**src/rtl/alu_result_writeback_if.sv**
```systemverilog
// Shared RV32I enums and the bundle between the control/ALU side and the
// writeback block (memory port, register-file write port, PC output).
package rv32i_pkg;
  typedef enum logic [2:0] {
    FETCH_S1,
    DECODE_S2,
    EXECUTE_S3,
    MEMORY_S4,
    WRITEBACK_S5
  } RV32I_CONTROL_UNIT_FSM_t;

  typedef enum logic [6:0] {
    R_TYPE      = 7'b0110011,
    I_TYPE      = 7'b0010011,
    I_LOAD_TYPE = 7'b0000011,
    S_TYPE      = 7'b0100011,
    B_TYPE      = 7'b1100011,
    J_TYPE      = 7'b1101111,
    I_JALR_TYPE = 7'b1100111,
    U_LUI_TYPE  = 7'b0110111,
    U_AUI_TYPE  = 7'b0010111
  } RV32I_OPCODE_t;
endpackage

interface alu_result_writeback_if
  import rv32i_pkg::*;
#(
  parameter int XLEN = 32
) ();
  RV32I_CONTROL_UNIT_FSM_t control_unit_state;
  RV32I_OPCODE_t           opcode;
  logic [2:0]              funct3;
  logic [4:0]              rd_addr;
  logic                    branch_cond;
  logic [XLEN-1:0]         alu_result;
  logic [XLEN-1:0]         rs2;
  logic [XLEN-1:0]         mem_rdata;
  logic [XLEN-1:0]         program_counter;
  logic [XLEN-1:0]         mem_addr;
  logic [XLEN-1:0]         mem_wdata;
  logic [3:0]              mem_be;
  logic                    mem_we;
  logic                    rf_we;
  logic [4:0]              rf_waddr;
  logic [XLEN-1:0]         rf_wdata;
  logic                    misaligned_err;

  // Control unit / ALU / memory side
  modport master (
    output control_unit_state, opcode, funct3, rd_addr, branch_cond,
           alu_result, rs2, mem_rdata,
    input  program_counter, mem_addr, mem_wdata, mem_be, mem_we,
           rf_we, rf_waddr, rf_wdata, misaligned_err
  );

  // Writeback block side
  modport slave (
    input  control_unit_state, opcode, funct3, rd_addr, branch_cond,
           alu_result, rs2, mem_rdata,
    output program_counter, mem_addr, mem_wdata, mem_be, mem_we,
           rf_we, rf_waddr, rf_wdata, misaligned_err
  );
endinterface

```
**src/rtl/alu_result_writeback.sv**
```systemverilog
// ALU return path of the multi-cycle RV32I core: captures the ALU result in
// each control-unit state, owns the PC, aligns load/store data and drives the
// register-file write port.
module alu_result_writeback
  import rv32i_pkg::*;
#(
  parameter int              XLEN     = 32,
  parameter logic [XLEN-1:0] RESET_PC = 32'h0040_0000
) (
  input  logic                         clk,
  input  logic                         rst,
  alu_result_writeback_if.slave        bus
);

  logic [XLEN-1:0] pc_q;
  logic [XLEN-1:0] seq_pc_q;
  logic [XLEN-1:0] target_q;
  logic [XLEN-1:0] alu_out_q;
  logic [XLEN-1:0] load_q;
  logic            taken_q;
  logic            err_q;
  // Set once the instruction has executed; a reset in mid-flight clears it so
  // nothing from the aborted instruction can reach memory, rd or the PC.
  logic            vld_q;
  // Misalignment of the current memory access, used to veto the writeback.
  logic            mis_q;

  logic [1:0]      byte_off;
  logic            is_load;
  logic            is_store;
  logic            mis_access;
  logic            writes_rd;

  // Pick the addressed byte/half/word out of the read word and extend it.
  function automatic logic [XLEN-1:0] load_align(input logic [XLEN-1:0] word,
                                                 input logic [1:0] off,
                                                 input logic [2:0] f3);
    logic [7:0]  b;
    logic [15:0] h;
    case (off)
      2'd0:    b = word[7:0];
      2'd1:    b = word[15:8];
      2'd2:    b = word[23:16];
      default: b = word[31:24];
    endcase
    h = off[1] ? word[31:16] : word[15:0];
    case (f3)
      3'b000:  load_align = {{(XLEN-8){b[7]}}, b};
      3'b001:  load_align = {{(XLEN-16){h[15]}}, h};
      3'b100:  load_align = {{(XLEN-8){1'b0}}, b};
      3'b101:  load_align = {{(XLEN-16){1'b0}}, h};
      default: load_align = word;
    endcase
  endfunction

  // Halves need an even address, words a 4-byte aligned one; bytes never trap.
  function automatic logic misaligned(input logic [2:0] f3, input logic [1:0] off);
    case (f3[1:0])
      2'b01:   misaligned = off[0];
      2'b10:   misaligned = (off != 2'b00);
      default: misaligned = 1'b0;
    endcase
  endfunction

  assign byte_off   = alu_out_q[1:0];
  assign is_load    = (bus.opcode == I_LOAD_TYPE);
  assign is_store   = (bus.opcode == S_TYPE);
  assign mis_access = misaligned(bus.funct3, byte_off);

  assign bus.program_counter = pc_q;
  assign bus.mem_addr        = {alu_out_q[XLEN-1:2], 2'b00};
  assign bus.misaligned_err  = err_q;
  assign bus.rf_waddr        = bus.rd_addr;

  // Per-state captures of the ALU result, load data, branch decision and PC.
  always_ff @(posedge clk) begin
    if (rst) begin
      pc_q      <= RESET_PC;
      seq_pc_q  <= '0;
      target_q  <= '0;
      alu_out_q <= '0;
      load_q    <= '0;
      taken_q   <= 1'b0;
      err_q     <= 1'b0;
      vld_q     <= 1'b0;
      mis_q     <= 1'b0;
    end else begin
      case (bus.control_unit_state)
        FETCH_S1:  seq_pc_q <= bus.alu_result;
        DECODE_S2: target_q <= bus.alu_result;
        EXECUTE_S3: begin
          alu_out_q <= bus.alu_result;
          vld_q     <= 1'b1;
          mis_q     <= 1'b0;
          if (bus.opcode == B_TYPE)
            taken_q <= bus.branch_cond;
          else
            taken_q <= (bus.opcode == J_TYPE) || (bus.opcode == I_JALR_TYPE);
        end
        MEMORY_S4: begin
          if (vld_q && (is_load || is_store)) begin
            mis_q <= mis_access;
            if (mis_access)
              err_q <= 1'b1;
          end
          if (vld_q && is_load)
            load_q <= load_align(bus.mem_rdata, byte_off, bus.funct3);
        end
        WRITEBACK_S5: begin
          if (vld_q) begin
            if (bus.opcode == I_JALR_TYPE)
              pc_q <= {alu_out_q[XLEN-1:1], 1'b0};
            else if (taken_q)
              pc_q <= target_q;
            else
              pc_q <= seq_pc_q;
          end
          vld_q <= 1'b0;
        end
        default: ;
      endcase
    end
  end

  // Store lane steering and write strobe, live only in the memory state.
  always_comb begin
    bus.mem_be    = 4'b0000;
    bus.mem_wdata = '0;
    bus.mem_we    = 1'b0;
    if (vld_q && is_store && bus.control_unit_state == MEMORY_S4) begin
      case (bus.funct3)
        3'b000: begin
          bus.mem_be    = 4'b0001 << byte_off;
          bus.mem_wdata = {4{bus.rs2[7:0]}};
        end
        3'b001: begin
          bus.mem_be    = 4'b0011 << byte_off;
          bus.mem_wdata = {2{bus.rs2[15:0]}};
        end
        3'b010: begin
          bus.mem_be    = 4'b1111;
          bus.mem_wdata = bus.rs2;
        end
        default: ;
      endcase
      bus.mem_we = (bus.mem_be != 4'b0000) && !mis_access;
    end
  end

  // Register-file write strobe and writeback data selection.
  always_comb begin
    case (bus.opcode)
      R_TYPE, I_TYPE, I_LOAD_TYPE, U_LUI_TYPE,
      U_AUI_TYPE, J_TYPE, I_JALR_TYPE: writes_rd = 1'b1;
      default:                         writes_rd = 1'b0;
    endcase
    bus.rf_we = vld_q && writes_rd && (bus.control_unit_state == WRITEBACK_S5) &&
                (bus.rd_addr != 5'd0) && !(is_load && mis_q);
    if (is_load)
      bus.rf_wdata = load_q;
    else if (bus.opcode == J_TYPE || bus.opcode == I_JALR_TYPE)
      bus.rf_wdata = seq_pc_q;
    else
      bus.rf_wdata = alu_out_q;
  end

endmodule

```
**src/flat_wrapper.sv**
```systemverilog
// flat-port wrapper written by rule: the top's interface ports become plain ports
module alu_result_writeback_flat import rv32i_pkg::*;
#(
  parameter int              XLEN     = 32,
  parameter logic [XLEN-1:0] RESET_PC = 32'h0040_0000
)
  (clk, rst, bus_control_unit_state, bus_opcode, bus_funct3, bus_rd_addr, bus_branch_cond, bus_alu_result, bus_rs2, bus_mem_rdata, bus_program_counter, bus_mem_addr, bus_mem_wdata, bus_mem_be, bus_mem_we, bus_rf_we, bus_rf_waddr, bus_rf_wdata, bus_misaligned_err);
  alu_result_writeback_if #(.XLEN(XLEN)) bus_i ();
  input  logic clk;
  input  logic rst;
  input wire logic [$bits(bus_i.control_unit_state)-1:0] bus_control_unit_state;
  input wire logic [$bits(bus_i.opcode)-1:0] bus_opcode;
  input wire logic [$bits(bus_i.funct3)-1:0] bus_funct3;
  input wire logic [$bits(bus_i.rd_addr)-1:0] bus_rd_addr;
  input wire logic [$bits(bus_i.branch_cond)-1:0] bus_branch_cond;
  input wire logic [$bits(bus_i.alu_result)-1:0] bus_alu_result;
  input wire logic [$bits(bus_i.rs2)-1:0] bus_rs2;
  input wire logic [$bits(bus_i.mem_rdata)-1:0] bus_mem_rdata;
  output wire logic [$bits(bus_i.program_counter)-1:0] bus_program_counter;
  output wire logic [$bits(bus_i.mem_addr)-1:0] bus_mem_addr;
  output wire logic [$bits(bus_i.mem_wdata)-1:0] bus_mem_wdata;
  output wire logic [$bits(bus_i.mem_be)-1:0] bus_mem_be;
  output wire logic [$bits(bus_i.mem_we)-1:0] bus_mem_we;
  output wire logic [$bits(bus_i.rf_we)-1:0] bus_rf_we;
  output wire logic [$bits(bus_i.rf_waddr)-1:0] bus_rf_waddr;
  output wire logic [$bits(bus_i.rf_wdata)-1:0] bus_rf_wdata;
  output wire logic [$bits(bus_i.misaligned_err)-1:0] bus_misaligned_err;
  assign bus_i.control_unit_state = bus_control_unit_state;
  assign bus_i.opcode = bus_opcode;
  assign bus_i.funct3 = bus_funct3;
  assign bus_i.rd_addr = bus_rd_addr;
  assign bus_i.branch_cond = bus_branch_cond;
  assign bus_i.alu_result = bus_alu_result;
  assign bus_i.rs2 = bus_rs2;
  assign bus_i.mem_rdata = bus_mem_rdata;
  assign bus_program_counter = bus_i.program_counter;
  assign bus_mem_addr = bus_i.mem_addr;
  assign bus_mem_wdata = bus_i.mem_wdata;
  assign bus_mem_be = bus_i.mem_be;
  assign bus_mem_we = bus_i.mem_we;
  assign bus_rf_we = bus_i.rf_we;
  assign bus_rf_waddr = bus_i.rf_waddr;
  assign bus_rf_wdata = bus_i.rf_wdata;
  assign bus_misaligned_err = bus_i.misaligned_err;
  alu_result_writeback #(.XLEN(XLEN), .RESET_PC(RESET_PC)) u_core (.clk(clk), .rst(rst), .bus(bus_i));
endmodule
```
**config.mk**
```make
export PLATFORM = sky130hd
export DESIGN_NAME = alu_result_writeback_flat
export DESIGN_NICKNAME = d
export VERILOG_FILES = /design/src/rtl/alu_result_writeback_if.sv /design/src/rtl/alu_result_writeback.sv /design/src/flat_wrapper.sv
export SDC_FILE = /design/constraint.sdc
export NUM_CORES = 1
export LEC_CHECK = 0
export CAP_MARGIN = 5
export CORE_MARGIN = 2
export CORE_UTILIZATION = 35
export DETAILED_ROUTE_END_ITERATION = 12
export GPL_ROUTABILITY_DRIVEN = 1
export HOLD_SLACK_MARGIN = 0.15
export PLACE_DENSITY = 0.61
export REMOVE_ABC_BUFFERS = 1
export SYNTH_ARGS = -nofsm -noshare
export SYNTH_HDL_FRONTEND = slang
export SYNTH_SLANG_ARGS = --single-unit
```
**constraint.sdc**
```tcl
create_clock -name clk -period 3 [get_ports clk]
set_input_delay 0.6 -clock clk [delete_from_list [all_inputs] [get_ports clk]]
set_output_delay 0.6 -clock clk [all_outputs]
set_load 0.01 [all_outputs]
```
==> flow_summary.toml, run 1 <==
[critical_path]
cp_cell_sequence = "clkdlybuf4s50_1 -> and4b_1 -> and3_4 -> bufbuf_16 -> buf_4 -> mux2i_1 -> o21ai_1 -> buf_2"
r2r_slack_ps = 760
r2r_start = "u_core.alu_out_q[1]$_SDFFE_PP0P_"
setup.worst_path.start_class = "input pin"
required_ps = 2400
arrival_ps = 2400
end_kind = "output pin"
crit_path_max_fanout = 9
critical_path_class = "input pin to output pin"
crit_slowest_cell = "clkdlybuf4s50_1"
r2r-end = "u_core.load_q[19]$_SDFFE_PP0P_"
cpPeakStageDelay_ps = 490
r2r_cells = 5

[synth]
synth_edf_count = 0
synthArstFlopShare_pct = 0
ys_seq_area_share_pct = 39.4
ys_types = 52
ys.flop_type = "dfxtp_1"
netlist_instances = 1063
ys_warn_count = 0
syn_area_per_cell_um2 = 7.84
ys_ff_latch = 164
syn_area_mm2 = 0.00833

[placement]
placed_cell_area_mm2 = 0.0114
dpl_worst_slack_ps = -549
place_congestion = 0.914
port_buffers = 254
dp_hpwl_mm = 21.4
dp.cells = 1589

[power_and_ir_drop]
internal_power_mw = 3.88
comb_power_share_pct = 12.6
seqPwrFrac_pct = 43.5
p_sw_mw = 1.33
powerDensity_mw_per_mm2 = 424
ir_worst_vdd_uv = 336
p_total_mw = 5.21
total_leakage_power_nw = 4.39
switching_share_pct = 25.6
power_frac_clock_pct = 43.9

[hold_path]
min_path_cells = 2
whs_endpoint = "u_core.bus.program_counter[5]$_SDFFE_PP0P_"
worst_hold_path_type = "flop to flop"
holdCritStartpoint = "u_core.bus.program_counter[5]$_SDFFE_PP0P_"

[floorplan]
die_area_mm2 = 0.0251
floorplan.rows = 56
dieHeight_um = 158
start_util_pct = 35.6
ios = 257
core_area_mm2 = 0.0234
die_w_um = 158

[cts]
clock_path_buffers = 2
cts.sinks = 164
root_buffer = "clkbuf_16"
cts_tree = "built"
clk_pin_slew_ps = 60
insertion_delay_ps = 430
holdBufCountCts = 0
cts_made_buffers = 17
htree_num_levels = 4

[sta]
max_slew_margin_pct = 52.8
rsz0062_at_grt = "true"
finalSetupTns_ps = 0
worst_pin_slew_ps = 708
fmax_mhz = 334
worst_slack_ps = 3.17
min_period_ps = 3000
timing_hold_violations_final = 0
finalCritPeriodShare_pct = 99.9
setup_viol = 0
hold_ws_ps = 451
slew_violations = 0
finClkSkew_ps = 11.5

[finish]
most-common-layout-cells = "nand2_1 (298), clkdlybuf4s50_1 (175), dfxtp_1 (163)"
drive_above_1_share_pct = 21.2
area_delta_synth_final_pct = 47.3
fin_area_mm2 = 0.0123
postLayoutCoreUtil_pct = 52.5
fin_cells = 1652
nets = 1435
final_common_cell = "nand2_1"

[drt]
firstDrtPassIters = 5
vias = 8449
routed-wl-met3_mm = 1.65
viasPerCell = 5.11
wl_met1_mm = 14.0
drc = 0
wl_met2_mm = 14.8
wirelength_mm = 31.4
drtAntennaViolNets = 0
wire_per_inst_um = 19.0
highest_layer = "met5"
first_iter_violations = 456

[status]
status = "finished, final reports clean"

[grt]
first_global_vias = 8151
antenna_found_initial = 6
grtUsageTotal_pct = 24.4
grt_max_degree = 65
grt_pass1_wl_mm = 46.4
gr-total-overflow = 0

[job]
max-cap-violations = 0
==> Yosys cell counts, types with 2 or more instances <==
library cell	instances	area, µm²
buf_1	3	11.3
and2_1	11	68.8
and4b_1	2	20.0
nand2_1	298	1120
mux2i_1	64	641
a22oi_1	24	180
nor3_1	7	35.0
o21ai_1	8	40.0
mux2_2	38	428
buf_6	2	22.5
nor2_1	52	195
a311oi_1	8	70.1
clkbuf_1	64	240
buf_4	37	278
o21ai_0	60	300
dfxtp_1	164	3280
ha_1	3	37.5
or4_1	2	15.0
a21oi_1	121	606
or3_1	4	25.0
inv_1	7	26.3
and3_1	2	12.5
a211oi_2	10	125
and3b_1	2	17.5
nand2b_1	3	18.8
nor2b_1	4	25.0
a32oi_1	7	61.3
nand3_1	2	10.0
buf_2	15	75.1
a211oi_1	13	97.6
mux2_4	2	30.0
nand3b_1	4	30.0
==> metal layers <==
metal  track usage (%)  vias to the layer above
li1                  -                     4120
met1              31.5                     3998
met2              40.5                      269
met3              4.35                       58
met4              9.70                        4
met5                 0                        -
==> flip-flops by register name, summed over array words and instances (netlist names) <==
signal,cells
u_core.alu_out_q,32
u_core.bus.program_counter,32
u_core.load_q,32
u_core.seq_pc_q,32
u_core.target_q,32
u_core.bus.misaligned_err,1
u_core.mis_q,1
u_core.taken_q,1
u_core.vld_q,1
==> power by group through the flow <==
stage	registers (mW)	logic (mW)	clock network, mW
3_3_place_gp	2.31	0.633	0
5_1_grt	2.27	0.705	2.42
3_5_place_dp	2.31	0.635	0
6_report	2.26	0.658	2.29
2_1_floorplan	2.31	0.210	0
4_1_cts	2.26	0.646	2.33
==> cells by family after synthesis <==
family,count (synthesis),synth area share (%)
AOI/OAI and AO/OA,262,19.1
adders and majority gates,3,0.451
buffers and inverters,128,7.84
DFF,164,39.4
muxes,104,13.2
other,1,0.0450
and+or+nand+nor,401,20.0
==> layout make-up <==
| cell class | count | area (µm²) |
|---|---|---|
| Antenna cell | 5 | 12.5 |
| Clock buffer | 19 | 433 |
| Clock inverter | 13 | 176 |
| Fill cell | 2310 | 11100 |
| Inverter | 7 | 26.3 |
| Multi-Input combinational cell | 772 | 4630 |
| Sequential cell | 164 | 3280 |
| Tap cell | 319 | 399 |
| Timing Repair Buffer | 353 | 3310 |
==> critical path, delay by kind of cell <==
family / cells / cell delay [ps]
muxes: 1 / 170
AOI/OAI and AO/OA: 1 / 80
and+or+nand+nor: 2 / 480
buffers and inverters: 4 / 1060
==> worst max-delay path by stage <==
stage	endpoint	cells after the start	start
3_5_place_dp	bus_mem_be[2]	7	bus_opcode[2]
6_report	bus_rf_wdata[20]	8	bus_opcode[5]
5_1_grt	bus_rf_wdata[20]	8	bus_opcode[5]
2_1_floorplan	bus_rf_wdata[0]	3	bus_opcode[2]
4_1_cts	bus_rf_wdata[10]	7	bus_opcode[5]
3_3_place_gp	bus_mem_be[2]	7	bus_opcode[4]
==> timing repair <==
action	in CTS	in global routing
setup buffers	15	9
gates resized for setup	181	109
setup endpoints to repair	70	59
gates cloned	2	2
pin swaps	9	6
Power figures use the tool's default switching activity.
==> run 2: changes to the inputs <==
CORE_MARGIN = unset   (was 2)
==> flow_summary.toml, run 2 (synthesis results as in run 1) <==
[critical_path]
r2r_start = "u_core.alu_out_q[1]$_SDFFE_PP0P_"
crit_start = "bus_opcode[0]"
required_ps = 2400
critical_path_class = "input pin to output pin"
r2r_cells = 5
arrival_ps = 2370
end_kind = "output pin"
setup.worst_path.start_class = "input pin"
crit_path_max_fanout = 6
r2r_slack_ps = 840

[floorplan]
ios = 257
start_util_pct = 35.6
dieHeight_um = 156
die_w_um = 156
die_area_mm2 = 0.0244
floorplan.rows = 56
core_area_mm2 = 0.0234

[hold_path]
worst_hold_path_type = "flop to flop"
min_path_cells = 2
holdCritStartpoint = "u_core.target_q[30]$_SDFFE_PP0N_"

[grt]
grt_max_degree = 101
antenna_found_initial = 4
first_global_vias = 7929
gr-total-overflow = 0
grtUsageMet3_pct = 4.85
busiest_layer = "met2"
grt_util_met1_pct = 32.5
grtUsageTotal_pct = 25.2
grt_pass1_wl_mm = 46.3
use_met2_pct = 41.8

[drt]
drc = 0
vias = 8385
viasPerCell = 5.11
firstDrtPassIters = 5
first_iter_violations = 454
drtAntennaViolNets = 0
wirelength_mm = 31.2
wire_per_inst_um = 19.0

[sta]
finalCritPeriodShare_pct = 98.9
finClkSkew_ps = 11.5
worst_pin_slew_ps = 793
slew_violations = 0
max_slew_margin_pct = 47.1
fmax_mhz = 337
timing_hold_violations_final = 0
setup_viol = 0
worst_slack_ps = 32.6
min_period_ps = 2970
hold_ws_ps = 451
rsz0062_at_grt = "false"
finalSetupTns_ps = 0

[placement]
port_buffers = 254
dpl_worst_slack_ps = -490
placed_cell_area_mm2 = 0.0113
dp_hpwl_mm = 20.2
place_congestion = 0.837

[cts]
insertion_delay_ps = 430
root_buffer = "clkbuf_16"
cts_made_buffers = 17
htree_num_levels = 4
clk_pin_slew_ps = 60
cts.sinks = 164
cts_tree = "built"
clock_path_buffers = 2

[finish]
final_common_cell = "nand2_1"
nFillCells = 2327
area_delta_synth_final_pct = 45.0
most-common-layout-cells = "nand2_1 (298), clkdlybuf4s50_1 (177), dfxtp_1 (163)"
nets = 1429
fin_area_mm2 = 0.0121
drive_above_1_share_pct = 20.3

[power_and_ir_drop]
total_leakage_power_nw = 4.34
p_total_mw = 5.02
powerDensity_mw_per_mm2 = 415
ir_worst_vdd_uv = 312

[job]
max-cap-violations = 0

[status]
status = "finished, final reports clean"
## run 2: cell types whose count changed in the layout (fill, tap and decap cells not counted), moves of 3 or more
cell / previous run / this run
a21oi_1: 105 / 119
a21oi_2: 16 / 2
buf_4: 76 / 67
clkbuf_2: 11 / 19
clkdlybuf4s15_1: 11 / 2
clkinv_4: 4 / 1
diode_2: 5 / 2
dlygate4sd2_1: 18 / 14
mux2i_1: 61 / 64
mux2i_2: 3 / 0
o21ai_0: 50 / 59
o21ai_1: 17 / 8
## run 2: final cells by class
cell class | count | area, µm² | share of cell area, %
Timing Repair Buffer | 347 | 3250 | 26.9
Sequential cell | 164 | 3280 | 27.2
Multi-Input combinational cell | 772 | 4560 | 37.7
Clock buffer | 18 | 429 | 3.55
Clock inverter | 13 | 125 | 1.04
Inverter | 7 | 26.3 | 0.217
Antenna cell | 2 | 5.00 | 0.0414
Tap cell | 319 | 399 | 3.30
## run 2: per-stage QoR
step	util, %	std cells
3_3_place_gp	48.3	1579
4_1_cts	51.6	1621
5_1_grt	51.6	1641
6_report	51.6	1642
3_5_place_dp	48.3	1579
2_1_floorplan	-	943
## run 2: metal layers
layer,wire [µm],share of wire (%)
met5,12,0.038
met4,741,2.4
met3,1740,5.6
met2,14800,47
met1,13900,45
## run 2: critical path, stage by stage
cell	delay, ps
clkdlybuf4s50_1	480
buf_4	120
nand3b_1	150
nor3_4	240
buf_12	140
buf_6	120
bufbuf_16	270
o21ai_0	100
buf_2	150
## run 2: path summary, 6_finish.rpt
check	end
min reg2reg	u_core.target_q[30]$_SDFFE_PP0N_
max reg2reg	u_core.load_q[30]$_SDFFE_PP0P_
min	u_core.target_q[30]$_SDFFE_PP0N_
max	bus_rf_wdata[7]
## run 2: report_power, final
group | total, mW | switching (mW) | internal, mW | leakage (nW)
Combinational | 0.645 | 0.320 | 0.325 | 2.75
Clock | 2.11 | 0.954 | 1.15 | 0.262
Sequential | 2.26 | 0.0428 | 2.22 | 1.33
## run 2: timing repair
action                     in CTS  in global routing
pin swaps                       5                  7
setup endpoints to repair      70                 68
hold buffers                    0                  0
buffers inserted                7                 18
gates resized for setup       204                 77
cloned                          5                  1
==> run 3: changes to the inputs <==
CORE_ASPECT_RATIO = 0.8   (was unset)
==> flow_summary.toml, run 3 (synthesis results as in run 1) <==
[status]
status = "finished, final reports clean"

[floorplan]
floorplan.rows = 50
ios = 257
core_area_mm2 = 0.0234
start_util_pct = 35.6
die_area_mm2 = 0.0244
dieHeight_um = 140
die_w_um = 175

[critical_path]
cp_cell_sequence = "clkdlybuf4s50_1 -> buf_4 -> nand3b_1 -> nor3_4 -> buf_6 -> bufbuf_16 -> nand2_1 -> o21ai_1 -> buf_2"
setup.worst_path.start_class = "input pin"
end_kind = "output pin"
arrival_ps = 2340
critical_path_class = "input pin to output pin"
crit_slowest_cell = "clkdlybuf4s50_1"
crit_path_max_fanout = 11
required_ps = 2400
cpPeakStageDelay_ps = 470

[drt]
wl_met1_mm = 14.2
viasPerCell = 5.14
firstDrtPassIters = 6
routed-wl-met3_mm = 1.68
drc = 0
wirelength_mm = 30.1
wl_met2_mm = 13.7
vias = 8349
wire_per_inst_um = 18.5
highest_layer = "met4"
first_iter_violations = 604
drtAntennaViolNets = 0

[sta]
finClkSkew_ps = 10.4
finalSetupTns_ps = 0
setup_viol = 0
worst_pin_slew_ps = 788
min_period_ps = 2940
slew_violations = 0
timing_hold_violations_final = 0
max_slew_margin_pct = 47.5
hold_ws_ps = 451
fmax_mhz = 341
finalCritPeriodShare_pct = 97.8

[finish]
drive_above_1_share_pct = 19.4
area_delta_synth_final_pct = 42.8
nFillCells = 2322
nets = 1419
fin_cells = 1625
most-common-layout-cells = "nand2_1 (298), clkdlybuf4s50_1 (177), dfxtp_1 (163)"
final_common_cell = "nand2_1"

[grt]
grt_pass1_wl_mm = 45.6
gr-total-overflow = 0
grtUsageTotal_pct = 24.2
antenna_found_initial = 1
first_global_vias = 7853
grt_max_degree = 75

[cts]
cts.sinks = 164
clock_path_buffers = 2
cts_made_buffers = 17
htree_num_levels = 4
insertion_delay_ps = 420
root_buffer = "clkbuf_16"
cts_tree = "built"
clk_pin_slew_ps = 70
holdBufCountCts = 0

[power_and_ir_drop]
total_leakage_power_nw = 4.28
ir_worst_vdd_uv = 350
powerDensity_mw_per_mm2 = 429

[hold_path]
worst_hold_path_type = "flop to flop"

[placement]
dp.cells = 1571
dp_hpwl_mm = 20.5
place_congestion = 0.891
port_buffers = 254

[job]
max-cap-violations = 0
==> run 3: cell types whose count changed in the layout (fill, tap and decap cells not counted), sizes merged <==
cell / delta
clkinv: +1
diode: -1
clkinvlp: -2
clkbuf: +11
dlygate4sd2: +1
buf: -21
bufinv: +1
==> run 3: worst paths after layout <==
| kind | from | endpoint | slack [ps] | cells after the start |
|---|---|---|---|---|
| max | bus_opcode[0] | bus_rf_wdata[11] | 60 | 9 |
| min | u_core.bus.program_counter[20]$_SDFFE_PP0P_ | u_core.bus.program_counter[20]$_SDFFE_PP0P_ | 450 | 2 |
| min reg2reg | u_core.bus.program_counter[20]$_SDFFE_PP0P_ | u_core.bus.program_counter[20]$_SDFFE_PP0P_ | 450 | 2 |
| max reg2reg | u_core.alu_out_q[1]$_SDFFE_PP0P_ | u_core.load_q[30]$_SDFFE_PP0P_ | 720 | 6 |
==> run 3: repair_timing <==
item | CTS | global route
gates cloned | 2 | 1
gates resized for setup | 181 | 81
setup buffers | 12 | 6
pin swaps | 4 | 3
endpoints found under the setup margin | 70 | 59
==> run 3: area by class of cell <==
type	count	area, µm²	area share (%)
diodes	1	2.50	0.0210
clock buffers	19	443	3.72
clock inverters	13	146	1.23
inverters	7	26.3	0.221
multi-input cells	772	4540	38.2
flip-flops and latches	164	3280	27.6
well taps	312	390	3.28
repair buffers	337	3070	25.8
==> run 3: per-layer routing <==
layer  track usage, %  vias up
met3             3.85       29
li1                 -     4089
met4             6.64        0
met2             38.8      309
met5                0        -
met1             33.5     3922
==> run 3: where the power goes <==
group / leakage, nW / switching (mW) / internal [mW]
clock: 0.285 / 0.947 / 1.26
combinational: 2.67 / 0.317 / 0.313
sequential: 1.33 / 0.0416 / 2.22
==> run 3: critical path: cells and delay by family <==
family | cells | cell delay [ps]
AOI/OAI and AO/OA | 1 | 110
and+or+nand+nor | 3 | 430
buffers and inverters | 5 | 1190
==> run 3: metrics by stage <==
step           area [µm²]  setup slack, ps  total power, mW  util, %
2_1_floorplan        7710            -2240             2.52        -
3_3_place_gp        11200             -446             2.93     48.0
3_5_place_dp        11200             -444             2.93     48.0
4_1_cts             11900            -54.8             5.14     51.0
5_1_grt             11900            -8.61             5.29     50.9
6_report            11900             64.5             5.10     50.9
